**config.mk**
```make
export PLATFORM = sky130hd
export DESIGN_NAME = decoder_xpt_sequencer
export DESIGN_NICKNAME = d
export VERILOG_FILES = /design/src/rtl/decoder_xpt_sequencer.sv
export SDC_FILE = /design/constraint.sdc
export NUM_CORES = 1
export LEC_CHECK = 0
export ABC_AREA = 1
export BUFFER_PORTS_ARGS = -buffer_cell sky130_fd_sc_hd__buf_4
export CAP_MARGIN = 10
export CORE_AREA = 3 3 76 78
export DETAILED_ROUTE_END_ITERATION = 6
export DIE_AREA = 0 0 79 81
export PLACE_DENSITY_LB_ADDON = 0.08
export SYNTH_ARGS = -nofsm -noshare
export SYNTH_HDL_FRONTEND = slang
export SYNTH_SLANG_ARGS = --single-unit
```
**constraint.sdc**
```tcl
create_clock -name clock -period 1.3 [get_ports clock]
set_input_delay 0.13 -clock clock [delete_from_list [all_inputs] [get_ports clock]]
set_output_delay 0.13 -clock clock [all_outputs]
set_load 0.005 [all_outputs]
```
**src/rtl/decoder_xpt_sequencer.sv**
```systemverilog
// Execution-phase sequencer: latches the fetched opcode and steps a phase
// counter, publishing XPT, its inverse and a one-hot phase vector to the decoders.
module decoder_xpt_sequencer #(
  parameter int XPT_WIDTH    = 5,
  parameter int PHASES       = 16,  // legal range: 2 .. 2**XPT_WIDTH
  parameter bit OVERRUN_HALT = 1'b1
) (
  input  logic                 clock,
  input  logic                 reset,
  input  logic                 op_start,
  input  logic [7:0]           Source_in,
  input  logic                 step,
  input  logic                 wait_n,
  input  logic                 PR_Reset_XPT,
  input  logic                 P2_Set_XIX,
  input  logic                 P2_Set_XIY,
  input  logic                 P2_Set_XOTR,
  input  logic                 P2_Set_CM1,
  input  logic                 P2_Set_CMR,
  output logic [7:0]           Source,
  output logic [7:0]           notSource,
  output logic [XPT_WIDTH-1:0] XPT,
  output logic [XPT_WIDTH-1:0] notXPT,
  output logic [PHASES-1:0]    decodedXPT,
  output logic                 busy,
  output logic [2:0]           prefix,
  output logic                 fetch_cmr,
  output logic                 overrun,
  output logic [1:0]           dbg_state
);

  typedef enum logic [1:0] {
    ST_IDLE     = 2'd0,
    ST_EXEC     = 2'd1,
    ST_PREFIXED = 2'd2
  } state_t;

  localparam logic [XPT_WIDTH-1:0] LAST_XPT = XPT_WIDTH'(PHASES - 1);

  state_t                 state_q, state_d;
  logic [7:0]             source_q, source_d;
  logic [7:0]             not_source_q;
  logic [XPT_WIDTH-1:0]   xpt_q, xpt_d;
  logic [XPT_WIDTH-1:0]   not_xpt_q;
  logic [PHASES-1:0]      dec_q, dec_d;
  logic                   busy_q, busy_d;
  logic [2:0]             prefix_q, prefix_d;
  logic                   cmr_q, cmr_d;
  logic                   ovr_q, ovr_d;
  logic                   advance;
  logic                   prefix_req;

  assign advance    = step & wait_n;
  assign prefix_req = P2_Set_XIX | P2_Set_XIY | P2_Set_XOTR;

  always_comb begin
    state_d  = state_q;
    source_d = source_q;
    xpt_d    = xpt_q;
    prefix_d = prefix_q;
    cmr_d    = cmr_q;
    ovr_d    = ovr_q;

    case (state_q)
      ST_IDLE, ST_PREFIXED: begin
        if (op_start) begin
          source_d = Source_in;
          xpt_d    = '0;
          state_d  = ST_EXEC;
          // A prefix carries over only into the instruction it prefixes
          if (state_q == ST_IDLE) prefix_d = 3'b000;
        end
      end
      ST_EXEC: begin
        if (op_start) ovr_d = 1'b1;
        if (advance) begin
          if (PR_Reset_XPT) begin
            xpt_d = '0;
            if (prefix_req) begin
              if (P2_Set_XIX)      prefix_d = 3'b001;
              else if (P2_Set_XIY) prefix_d = 3'b010;
              else                 prefix_d = 3'b100;
              state_d = ST_PREFIXED;
            end else begin
              prefix_d = 3'b000;
              state_d  = ST_IDLE;
            end
          end else if (xpt_q != LAST_XPT) begin
            xpt_d = xpt_q + XPT_WIDTH'(1);
          end else begin
            ovr_d = 1'b1;
            // Without halting, the counter simply saturates on the last phase
            if (OVERRUN_HALT) begin
              xpt_d    = '0;
              prefix_d = 3'b000;
              state_d  = ST_IDLE;
            end
          end
        end
      end
      default: state_d = ST_IDLE;
    endcase

    if (P2_Set_CM1)      cmr_d = 1'b0;
    else if (P2_Set_CMR) cmr_d = 1'b1;

    busy_d = (state_d == ST_EXEC);
    dec_d  = '0;
    for (int i = 0; i < PHASES; i++) begin
      dec_d[i] = busy_d && (xpt_d == XPT_WIDTH'(i));
    end
  end

  always_ff @(posedge clock) begin
    if (reset) begin
      state_q      <= ST_IDLE;
      source_q     <= 8'h00;
      not_source_q <= 8'hFF;
      xpt_q        <= '0;
      not_xpt_q    <= '1;
      dec_q        <= '0;
      busy_q       <= 1'b0;
      prefix_q     <= 3'b000;
      cmr_q        <= 1'b0;
      ovr_q        <= 1'b0;
    end else begin
      state_q      <= state_d;
      source_q     <= source_d;
      not_source_q <= ~source_d;
      xpt_q        <= xpt_d;
      not_xpt_q    <= ~xpt_d;
      dec_q        <= dec_d;
      busy_q       <= busy_d;
      prefix_q     <= prefix_d;
      cmr_q        <= cmr_d;
      ovr_q        <= ovr_d;
    end
  end

  assign Source     = source_q;
  assign notSource  = not_source_q;
  assign XPT        = xpt_q;
  assign notXPT     = not_xpt_q;
  assign decodedXPT = dec_q;
  assign busy       = busy_q;
  assign prefix     = prefix_q;
  assign fetch_cmr  = cmr_q;
  assign overrun    = ovr_q;
  assign dbg_state  = state_q;

endmodule

```
==> impl_metrics.py <==
metrics = {
    "sta": {
        "setup_viol": 21,
        "skew_ns": 0.01616,
        "slew_headroom_pct": 79.78,
        "worst_pin_slew_ns": 0.2986,
        "max_freq_mhz": 715.6,
        "grt_setup_unrepaired": "true",
        "slew_violations": 0,
        "setup_tns_ns": -1.285,
        "final_hold_viol_count": 0,
        "layout_min_cycle_time_ns": 1.398,
        "period_share_pct": 107.5,
        "setup_slack_ns": -0.09751,
    },
    "cts": {
        "insertion_delay_ns": 0.31,
        "cts_root_buf": "clkbuf_8",
        "cts_tree": "done",
        "numCtsBuffers": 5,
        "clk_pin_slew_ns": 0.10,
        "h-tree-depth": 2,
        "clk_path_buf_depth": 2,
        "clock_sinks": 50,
    },
    "placement": {
        "placed_cell_area_um2": 2559,
        "gp_congestion": 0.8720,
        "portBuffers": 68,
        "dp_cells": 364,
        "hpwlAfterDp_um": 3274,
    },
    "hold_path": {
        "whs_path_depth": 3,
        "hp-class": "in -> reg",
        "hp-start": "P2_Set_CMR",
    },
    "global_routing": {
        "grt_max_degree": 17,
        "met1_usage_pct": 18.19,
        "met3_usage_pct": 6.208,
        "grt_pass1_vias": 1616,
        "grt-ovfl-total": 0,
        "grt_busiest_layer": "met2",
        "antenna_found_initial": 0,
        "grt_pass1_wl_um": 7272,
        "use_met2_pct": 22.73,
        "grt.total_usage_pct": 14.64,
    },
    "synthesis": {
        "syn-num-nets": 226,
        "ys_types": 25,
        "synth_edf_count": 0,
        "yosys.area.top_type": "dfxtp_1",
        "yosysMostFrequentCell": "dfxtp_1",
        "async_flop_share_pct": 0,
        "syn_area_per_cell_um2": 8.631,
        "synth_top_area_share_pct": 56.30,
        "ys_seq_elements": 50,
        "yosys_warnings": 0,
        "synthesis.area_um2": 1778,
        "synthTopCellsByCount": "50 x dfxtp_1, 42 x nor2_1, 27 x inv_1",
        "synth_flop_cell": "dfxtp_1",
        "synth_area_leaders": "dfxtp_1 56%, nor2_1 8.9%, inv_1 5.7%",
        "yosysSeqAreaShare_pct": 56.30,
        "netlist_instances": 206,
    },
    "finish": {
        "fin_util_pct": 55.89,
        "multi_input_area_um2": 788.3,
        "regArea_um2": 1017,
        "area_growth_pct": 61.58,
        "layout-drive-gt1-share_pct": 52.43,
        "final_cells": 379,
        "fillers": 508,
        "nets": 328,
        "fin_area_um2": 2873,
        "diodes": 0,
    },
    "setup_path": {
        "critical_path_depth": 8,
        "cp.required_ns": 1.55,
        "critPathMaxStageDelay_ns": 0.36,
        "cp_max_fo": 4,
        "crit_top_cell": "nand2_2",
        "path_cells": "ha_4 > nand4_1 > nand3_2 > nand3_1 > nand2_2 > nor2_4 > nand2_2 > nor2_1",
        "cp_slowest_cell": "dfxtp_4",
        "r2r_cells": 8,
        "cpLargestDelayFamily": "simple AND/OR/NAND/NOR gates",
        "rr_startpoint": "XPT[0]",
        "path_buf_inv": 0,
        "critPathLaunchType": "flip-flop",
        "criticalPathCategory": "reg -> reg",
        "setup.worst_path.start": "XPT[0]",
        "setup.worst_path.end_class": "flip-flop",
        "arrival_ns": 1.65,
    },
    "power": {
        "pwr_density_cell_nw_per_um2": 1106,
        "ir_drop_uv": 708.0,
        "p_leak_nw": 1.343,
        "power.total_w": 0.003176,
    },
    "outcome": {
        "status": "finished with violations",
        "violations": "negative setup slack",
    },
    "routing": {
        "drt_iter0_drc": 73,
        "vias": 1598,
        "drc": 0,
        "wl_per_cell_um": 11.53,
        "wirelength_um": 4370,
        "ant_nets": 0,
        "drt_first_pass_iters": 4,
        "vias_per_cell": 4.216,
    },
    "die": {
        "dieArea_um2": 6399,
        "initial_utilization_pct": 34.59,
        "ios": 69,
        "fp.dieH_um": 81,
        "rows": 26,
        "core_um2": 5140,
        "die_width_um": 79,
    },
    "run": {
        "maxCapViolations": 0,
    },
}
power by group:
group	total, W	switching (W)	internal [W]	leakage, nW
sequential	0.00163	0.0000334	0.00160	0.412
combinational	0.000475	0.000233	0.000242	0.870
clock	0.00107	0.000514	0.000556	0.0600
worst reg2reg max path, cell delays in order (launching register included):
cell     delay [ns]
dfxtp_4        0.36
ha_4           0.17
nand4_1        0.15
nand3_2        0.10
nand3_1        0.10
nand2_2        0.07
nor2_4         0.17
nand2_2        0.13
nor2_1         0.10
worst paths after layout:
| kind | endpoint | slack, ns |
|---|---|---|
| setup / recovery | decodedXPT[4] | -0.1 |
| hold / removal | fetch_cmr | 0.1 |
| setup reg to reg | decodedXPT[4] | -0.1 |
| hold reg to reg | prefix[1] | 0.45 |
metrics by stage:
stage	setup slack (ns)	hold slack [ns]
after floorplan	0.008536	0.2093
after global placement	-0.1194	0.2973
after detailed placement	-0.1053	0.2997
after CTS	-0.04894	0.09131
after global routing	-0.2005	0.1178
final	-0.09751	0.09701
cell usage in the layout (no fill, tap or decap), drive strengths merged:
cell type    instances
nand2               32
inv                 32
buf                 96
o21ai                4
nand4                2
o311ai               1
nand3               13
dfxtp               50
dlygate4sd3          1
nor3                13
nor2                47
a21oi                5
or2                  1
ha                   1
clkbuf               7
clkinvlp             1
a31oi                1
xor2                 2
sequential cells by signal (all words and copies together), names as in the netlist:
| signal | count |
|---|---|
| overrun | 1 |
| prefix | 3 |
| decodedXPT | 16 |
| notSource | 8 |
| Source | 8 |
| dbg_state | 2 |
| notXPT | 5 |
| fetch_cmr | 1 |
| XPT | 5 |
| busy | 1 |
logic make-up (layout without fill, tap and decap cells):
kind of cell | Yosys count | after routing | share of synthesized area [%]
and+or+nand+nor | 108 | 108 | 30.40
DFF | 50 | 50 | 56.30
buffers and inverters | 34 | 137 | 7.389
AOI/OAI and AO/OA | 11 | 11 | 4.223
xor gates and xnor gates | 2 | 2 | 0.9854
adders and majority gates | 1 | 1 | 0.7036
layout make-up:
class | count | area share (%)
multi-input combinational | 122 | 27.44
sequential | 50 | 35.41
clock inverter | 1 | 0.3049
timing repair buffer | 97 | 25.57
tap | 70 | 3.049
inverter | 32 | 4.486
clock buffer | 7 | 3.746
metal layers:
layer  vias to the layer above  share of wire, %
met5                         -                 0
met4                         0               1.6
met3                         6               7.6
met2                        44                46
met1                       708                44
li1                        840                 -
what timing repair did:
| action | 4_1_cts | 5_1_grt |
|---|---|---|
| hold buffers | 1 | 0 |
| pin swaps | 4 | 5 |
| endpoints found under the setup margin | 27 | 40 |
| hold endpoints to repair | 1 | 0 |
| setup buffers | 3 | 3 |
| resized for setup | 10 | 30 |
No activity file was read; power rests on OpenSTA's default activity.
